$ cat config.mk
export PLATFORM = sky130hd
export DESIGN_NAME = seq_pair_adder
export DESIGN_NICKNAME = d
export VERILOG_FILES = /design/src/rtl/seq_pair_adder.sv
export SDC_FILE = /design/constraint.sdc
export NUM_CORES = 1
export LEC_CHECK = 0
export CORE_ASPECT_RATIO = 0.8
export CORE_UTILIZATION = 60
export CTS_CLUSTER_DIAMETER = 200
export DETAILED_ROUTE_END_ITERATION = 8
export DONT_BUFFER_PORTS = 1
export PLACE_DENSITY_LB_ADDON = 0.2
export SLEW_MARGIN = 0
export SYNTH_ARGS = -nofsm -noshare
export SYNTH_HDL_FRONTEND = slang
export SYNTH_SLANG_ARGS = --single-unit
export TNS_END_PERCENT = 50
$ cat constraint.sdc
create_clock -name clk -period 3.1 [get_ports clk]
set_input_delay 0.775 -clock clk [delete_from_list [all_inputs] [get_ports clk]]
set_output_delay 0.775 -clock clk [all_outputs]
set_load 0.02 [all_outputs]
$ cat src/rtl/seq_pair_adder.sv
// Wide adder built from one 2-bit slice, two bits per clock, LSB first.
// Start/done handshake in front, held result registers behind.
module seq_pair_adder #(
  parameter int WIDTH = 8
) (
  input  logic             clk,
  input  logic             reset,
  input  logic             start,
  input  logic [WIDTH-1:0] a,
  input  logic [WIDTH-1:0] b,
  input  logic             cin,
  output logic             busy,
  output logic             done,
  output logic [WIDTH-1:0] sum,
  output logic             cout,
  output logic             ovf
);

  localparam int NS = WIDTH / 2;
  localparam int KW = (NS > 1) ? $clog2(NS) : 1;
  localparam logic [KW-1:0] KLAST = KW'(NS - 1);

  localparam logic [1:0] IDLE = 2'd0;
  localparam logic [1:0] RUN  = 2'd1;
  localparam logic [1:0] DNE  = 2'd2;

  logic [1:0]       state;
  logic [KW-1:0]    k;
  logic             carry;
  logic [WIDTH-1:0] ar;
  logic [WIDTH-1:0] br;
  logic [WIDTH-1:0] ws;
  logic [WIDTH-1:0] wnext;
  logic [1:0]       x;
  logic [1:0]       y;
  logic [2:0]       slice;
  logic             last;

  // The single shared 2-bit slice, steered by k.
  always_comb begin
    x     = ar[{k, 1'b0} +: 2];
    y     = br[{k, 1'b0} +: 2];
    slice = {1'b0, x} + {1'b0, y} + {2'b00, carry};
    wnext = ws;
    wnext[{k, 1'b0} +: 2] = slice[1:0];
    last  = (k == KLAST);
  end

  always_ff @(posedge clk or posedge reset) begin
    if (reset) begin
      state <= IDLE;
      k     <= '0;
      carry <= 1'b0;
      ar    <= '0;
      br    <= '0;
      ws    <= '0;
      sum   <= '0;
      cout  <= 1'b0;
      ovf   <= 1'b0;
    end else begin
      case (state)
        RUN: begin
          ws    <= wnext;
          carry <= slice[2];
          if (last) begin
            sum   <= wnext;
            cout  <= slice[2];
            ovf   <= (ar[WIDTH-1] == br[WIDTH-1]) &&
                     (wnext[WIDTH-1] != ar[WIDTH-1]);
            k     <= '0;
            state <= DNE;
          end else begin
            k <= k + 1'b1;
          end
        end
        default: begin
          // IDLE and DONE both accept a new request.
          if (start) begin
            ar    <= a;
            br    <= b;
            carry <= cin;
            k     <= '0;
            ws    <= '0;
            state <= RUN;
          end else begin
            state <= IDLE;
          end
        end
      endcase
    end
  end

  assign busy = (state == RUN);
  assign done = (state == DNE);

endmodule

Yosys cells after proc, flatten, opt, wreduce, memory -nomap -nowiden
Index checks and enable logic that the tools add are counted.
Storage, ports and cells
  register bits: 39
  input bits: 20
  output and inout bits: 12
Operators by class
  add/subtract/negate cells: 4
  eq/ne operators: 6
  shifts and indexed selects: 4
  muxes and demuxes: 11
  bitwise gates (word level): 1
  reduce and logical (&&, ||, !) cells: 4
Operators with widths (count)
  2-to-1 mux 8 bit: 2
  variable part select 8 x 4 -> 2 bit: 2
  2-to-1 mux 2 bit: 5
  bitwise mux 8 bit: 1
  variable shift 2 x 5 -> 8 bit (first input constant): 1
  variable part select 2 x 5 -> 8 bit: 1
  negation 3 -> 5 bit: 1
  equality test 2 bit (second input constant): 2
  AND reduction 2 bit: 2
  adder 2 x 2 -> 3 bit: 1
  adder 3 x 1 -> 3 bit: 1
  2-to-1 mux 1 bit: 3
  adder 2 x 1 -> 2 bit (second input constant): 1
  equality test 2 x 1 -> 1 bit (second input constant): 1
  != test 2 x 1 -> 1 bit (second input constant): 1
  nonzero test 2 bit: 1
  equality test 1 bit: 1
  logical AND 1 bit: 1
  != test 1 bit: 1
  inverter 1 bit: 1

Depth between registers and ports, before layout
Gate-level depths: netlist (run 1).
  depth in word-level cells: 7
  mapped depth: 8
  gate-level depth less buffers: 7

Least setup slack after synthesis (run 1)
No wires, ideal clock.
  kind: register to register
  start: register k[0]
  end: register ovf
  library setup time: 120 ps
  arrival time: 2668 ps
  data required time: 2980 ps
  setup slack: 313 ps
  stages on the path, launching flop included: 8
  period minus slack after synthesis: 2787 ps
  path through: dfrtp_1 -> buf_2 -> mux4_2 -> fa_1 -> fa_1 -> and4bb_1 -> o211ai_1 -> a31o_1
Between the ends
  word-level cells in the longest chain between the ends: 7
  elaborated cells on any way between the ends: 12
RTL lines
  start, declared: RTL line 28  | logic [KW-1:0] k;
  start signal, assigned: RTL line 73  | k <= k + 1'b1;
  variable part select 8 x 4 -> 2 bit, on equally long branches: RTL line 41, 42
  adder 2 x 2 -> 3 bit: RTL line 43  | slice = {1'b0, x} + {1'b0, y} + {2'b00, carry};
  adder 3 x 1 -> 3 bit: RTL line 43
  variable part select 2 x 5 -> 8 bit: RTL line 45  | wnext[{k, 1'b0} +: 2] = slice[1:0];
  bitwise mux 8 bit: RTL line 45
  != test 1 bit: RTL line 69  | (wnext[WIDTH-1] != ar[WIDTH-1]);
  logical AND 1 bit: RTL line 68  | ovf <= (ar[WIDTH-1] == br[WIDTH-1]) &&
  end signal, assigned: RTL line 68
  end, declared: RTL line 16  | output logic ovf
Parallel ways exist; a longest one is shown, timed or not.
A chain may end at the register's enable or synchronous reset.

Worst setup path after layout (run 1)
Ends and elaborated chain as after synthesis.

==> impl_results.md, run 1 <==
- Sequential-to-total area share from yosys stat: 49.8%
- Vias after detailed routing: 1182
- Crit path time final: 2.72 ns
- WP data required: 3.28 ns
- Antenna diode count: 0
- Clk sink count: 39
- Peak supply drop: 0.000607 V
- First-pass iteration count of the detailed router: 4
- Initial core utilization: 63.1%
- Warnings from Yosys: 0
- Worst-case clock buffer depth: 2
- Port buffer count: 0
- Synth Net Count: 180
- Num CTS Buffers: 5
- Type of origin of the critical path: flop
- Total GRT Usage: 23.2%
- Result of the run: completed
- Antenna violations before repair: 0
- Delay of the slowest critical-path stage: 0.56 ns
- Final setup fails: 0
- Buf/Inv on CP: 0
- Highest-count cells in the layout ignoring fill and taps: dfrtp_1, o21ai_0, nand2_1
- Total standard cell area after synthesis: 1960 um2
- Number of violations of the max-capacitance limit: 0
- Final global-route overflow total: 0
- Crit Path Max Fanout: 4
- Synth cell types: 35
- Syn-to-layout area delta: 6.06%
- Commonest non-fill, non-tap cell in the layout: dfrtp_1
- Post-synthesis register bit count: 39
- Routed len/inst: 17.6 um
- CP top delay family: adder cells
- Max Freq: 368 MHz
- Final clock period utilization by the worst path: 87.6%
- Relative max-transition margin: 67.7%
- Resized Gates After CTS: 0
- Nets: 183
- Tightest Pin Transition: 0.485 ns
- Leakage Power: 0.942 nW
- Top-Level Pins: 32
- Arrival time worst endpoint: 2.90 ns
- Post-DRT Antenna Nets: 0
- Die Height: 53.1 um
- Class of the worst hold path: primary input to async pin
- H-tree lvl count: 2
- Final Slew Violations: 0
- Unrepaired setup endpoints after global routing: no
- Critical path class: flop to flop
- Mapped Avg Cell Area: 12.9 um2
- Number of cells produced by synthesis: 152
- Final number of hold-violating endpoints: 0
- Vias per cell: 6.03
- Worst-path cell chain: mux4_2 -> fa_1 -> fa_1 -> and4bb_1 -> o211ai_1 -> a31o_1
- Fraction of final layout cells sized beyond drive strength 1: 23.1%
- Horizontal die dimension: 65.9 um
- Post-DP HPWL: 2460 um
- Post-CTS clock slew at the launch and capture registers of the worst setup and hold paths: 0.08 ns
- Accumulated negative setup slack: 0 ns
- Final clock skew: 0.00800 ns
- Vias in the first global route: 1173
- Core Area: 3110 um2
- Post-CTS setup buffer count: 0
- Global-route wire length before repair: 5670 um
- Total die area: 3500 um2
- Smallest hold slack: 0.482 ns
- CTS tree: done
- Number of rows in the core area: 18
- Kind of end point of the critical path: flop
- Critical path's slowest cell: fa_1
- Most common cell on crit path: fa_1
- Pin count of the biggest net entering global routing: 40
- Overall routed net length: 3450 um
- Power density of the placed cells: 1170 nW/um2
- Iteration-0 DRC count of the detailed router: 74
- Remaining routing DRC violations: 0
- Final GP Congestion: 0.813
- Hold Buf Count CTS: 0
- Worst skew pair latency: 0.29 ns
- Library cell used as clock root buffer: clkbuf_8
==> layer usage <==
layer	global-route usage [%]	up-vias	part of all wire (%)
met5	0	-	0
met4	10.9	0	1.9
met3	7.76	11	5.3
met2	34.0	34	45
met1	31.0	587	48
li1	-	550	-
==> sequential cells by signal (all words and copies together), names as in the netlist <==
| name | cells |
|---|---|
| ovf | 1 |
| carry | 1 |
| k | 2 |
| ws | 8 |
| state | 2 |
| cout | 1 |
| br | 8 |
| ar | 8 |
| sum | 8 |
==> kinds of logic (layout without fill, tap and decap cells) <==
family / Yosys count / after routing / synth area share [%]
buf+inv: 12 / 16 / 4.15
fa+ha+maj: 8 / 8 / 5.87
flops: 39 / 39 / 49.8
simple gates: 41 / 41 / 13.2
compound gates: 26 / 26 / 8.17
mux: 26 / 26 / 18.8
==> final timing paths <==
path | startpoint | endpoint | slack (ns) | depth (start not counted)
min in group clk | ar[6] | ar[6] | 0.52 | 1
hold / removal | reset | sum[3] | 0.48 | 2
hold reg to reg | ar[6] | ar[6] | 0.52 | 1
setup reg to reg | k[0] | ovf | 0.38 | 6
setup / recovery | k[0] | ovf | 0.38 | 6
max in group asynchronous | reset | ovf | 2.28 | 2
==> cell type report <==
class                           instances  area [um2]
Timing Repair Buffer                    3        22.5
Clock inverter                          1        7.51
Fill cell                             241        1030
Sequential cell                        39         976
Multi-Input combinational cell        101         903
Tap cell                               40        50.0
Inverter                                5        23.8
Clock buffer                            7        96.3
==> worst register-to-register path: stages, from the launching register on <==
cell and delay [ns]:
dfrtp_1 0.43, mux4_2 0.54, fa_1 0.41, fa_1 0.56
and4bb_1 0.30, o211ai_1 0.12, a31o_1 0.24
==> stage by stage <==
step | instances | instance area (um2) | setup WS, ns | total power (W) | utilization [%]
after floorplan | 152 | 1960 | 0.313 | 0.00185 | -
after global placement | 188 | 1980 | 0.466 | 0.00200 | 63.6
after detailed placement | 188 | 1980 | 0.410 | 0.00206 | 63.6
after CTS | 196 | 2080 | 0.376 | 0.00244 | 66.9
after global routing | 196 | 2080 | 0.262 | 0.00260 | 66.9
final | 196 | 2080 | 0.384 | 0.00243 | 66.9
==> synth_stat cells, drive strengths merged <==
| cell | n | area share, % |
|---|---|---|
| ha | 6 | 3.8 |
| buf | 6 | 2.7 |
| o31ai | 2 | 0.77 |
| mux2i | 5 | 2.6 |
| mux4 | 4 | 4.6 |
| mux2 | 17 | 12 |
| nor4bb | 2 | 1.0 |
| nor2b | 6 | 1.9 |
| dfrtp | 39 | 50 |
| nor4b | 1 | 0.45 |
| and4bb | 1 | 0.64 |
| a41oi | 4 | 1.8 |
| nor2 | 5 | 0.96 |
| clkbuf | 1 | 0.19 |
| nand2 | 16 | 4.3 |
| fa | 2 | 2.0 |
| nand2b | 1 | 0.70 |
| and2 | 1 | 0.32 |
| a211o | 1 | 0.45 |
| nand3b | 7 | 2.7 |
| inv | 5 | 1.2 |
| nand3 | 1 | 0.26 |
| a31o | 1 | 0.45 |
| o21ai | 17 | 4.3 |
| o211ai | 1 | 0.38 |
==> power by group <==
part	switching, W	internal, W
registers	0.000215	0.000732
logic	0.000561	0.000549
clock network	0.000174	0.000202
total	0.000950	0.00148
(Power assumes the default switching activity.)
==> run 2, diff against run 1 <==
GPL_ROUTABILITY_DRIVEN = 0   (was not set)
==> results of run 2 <==
The final DEF is identical to that of run 1; final timing and power are the same.
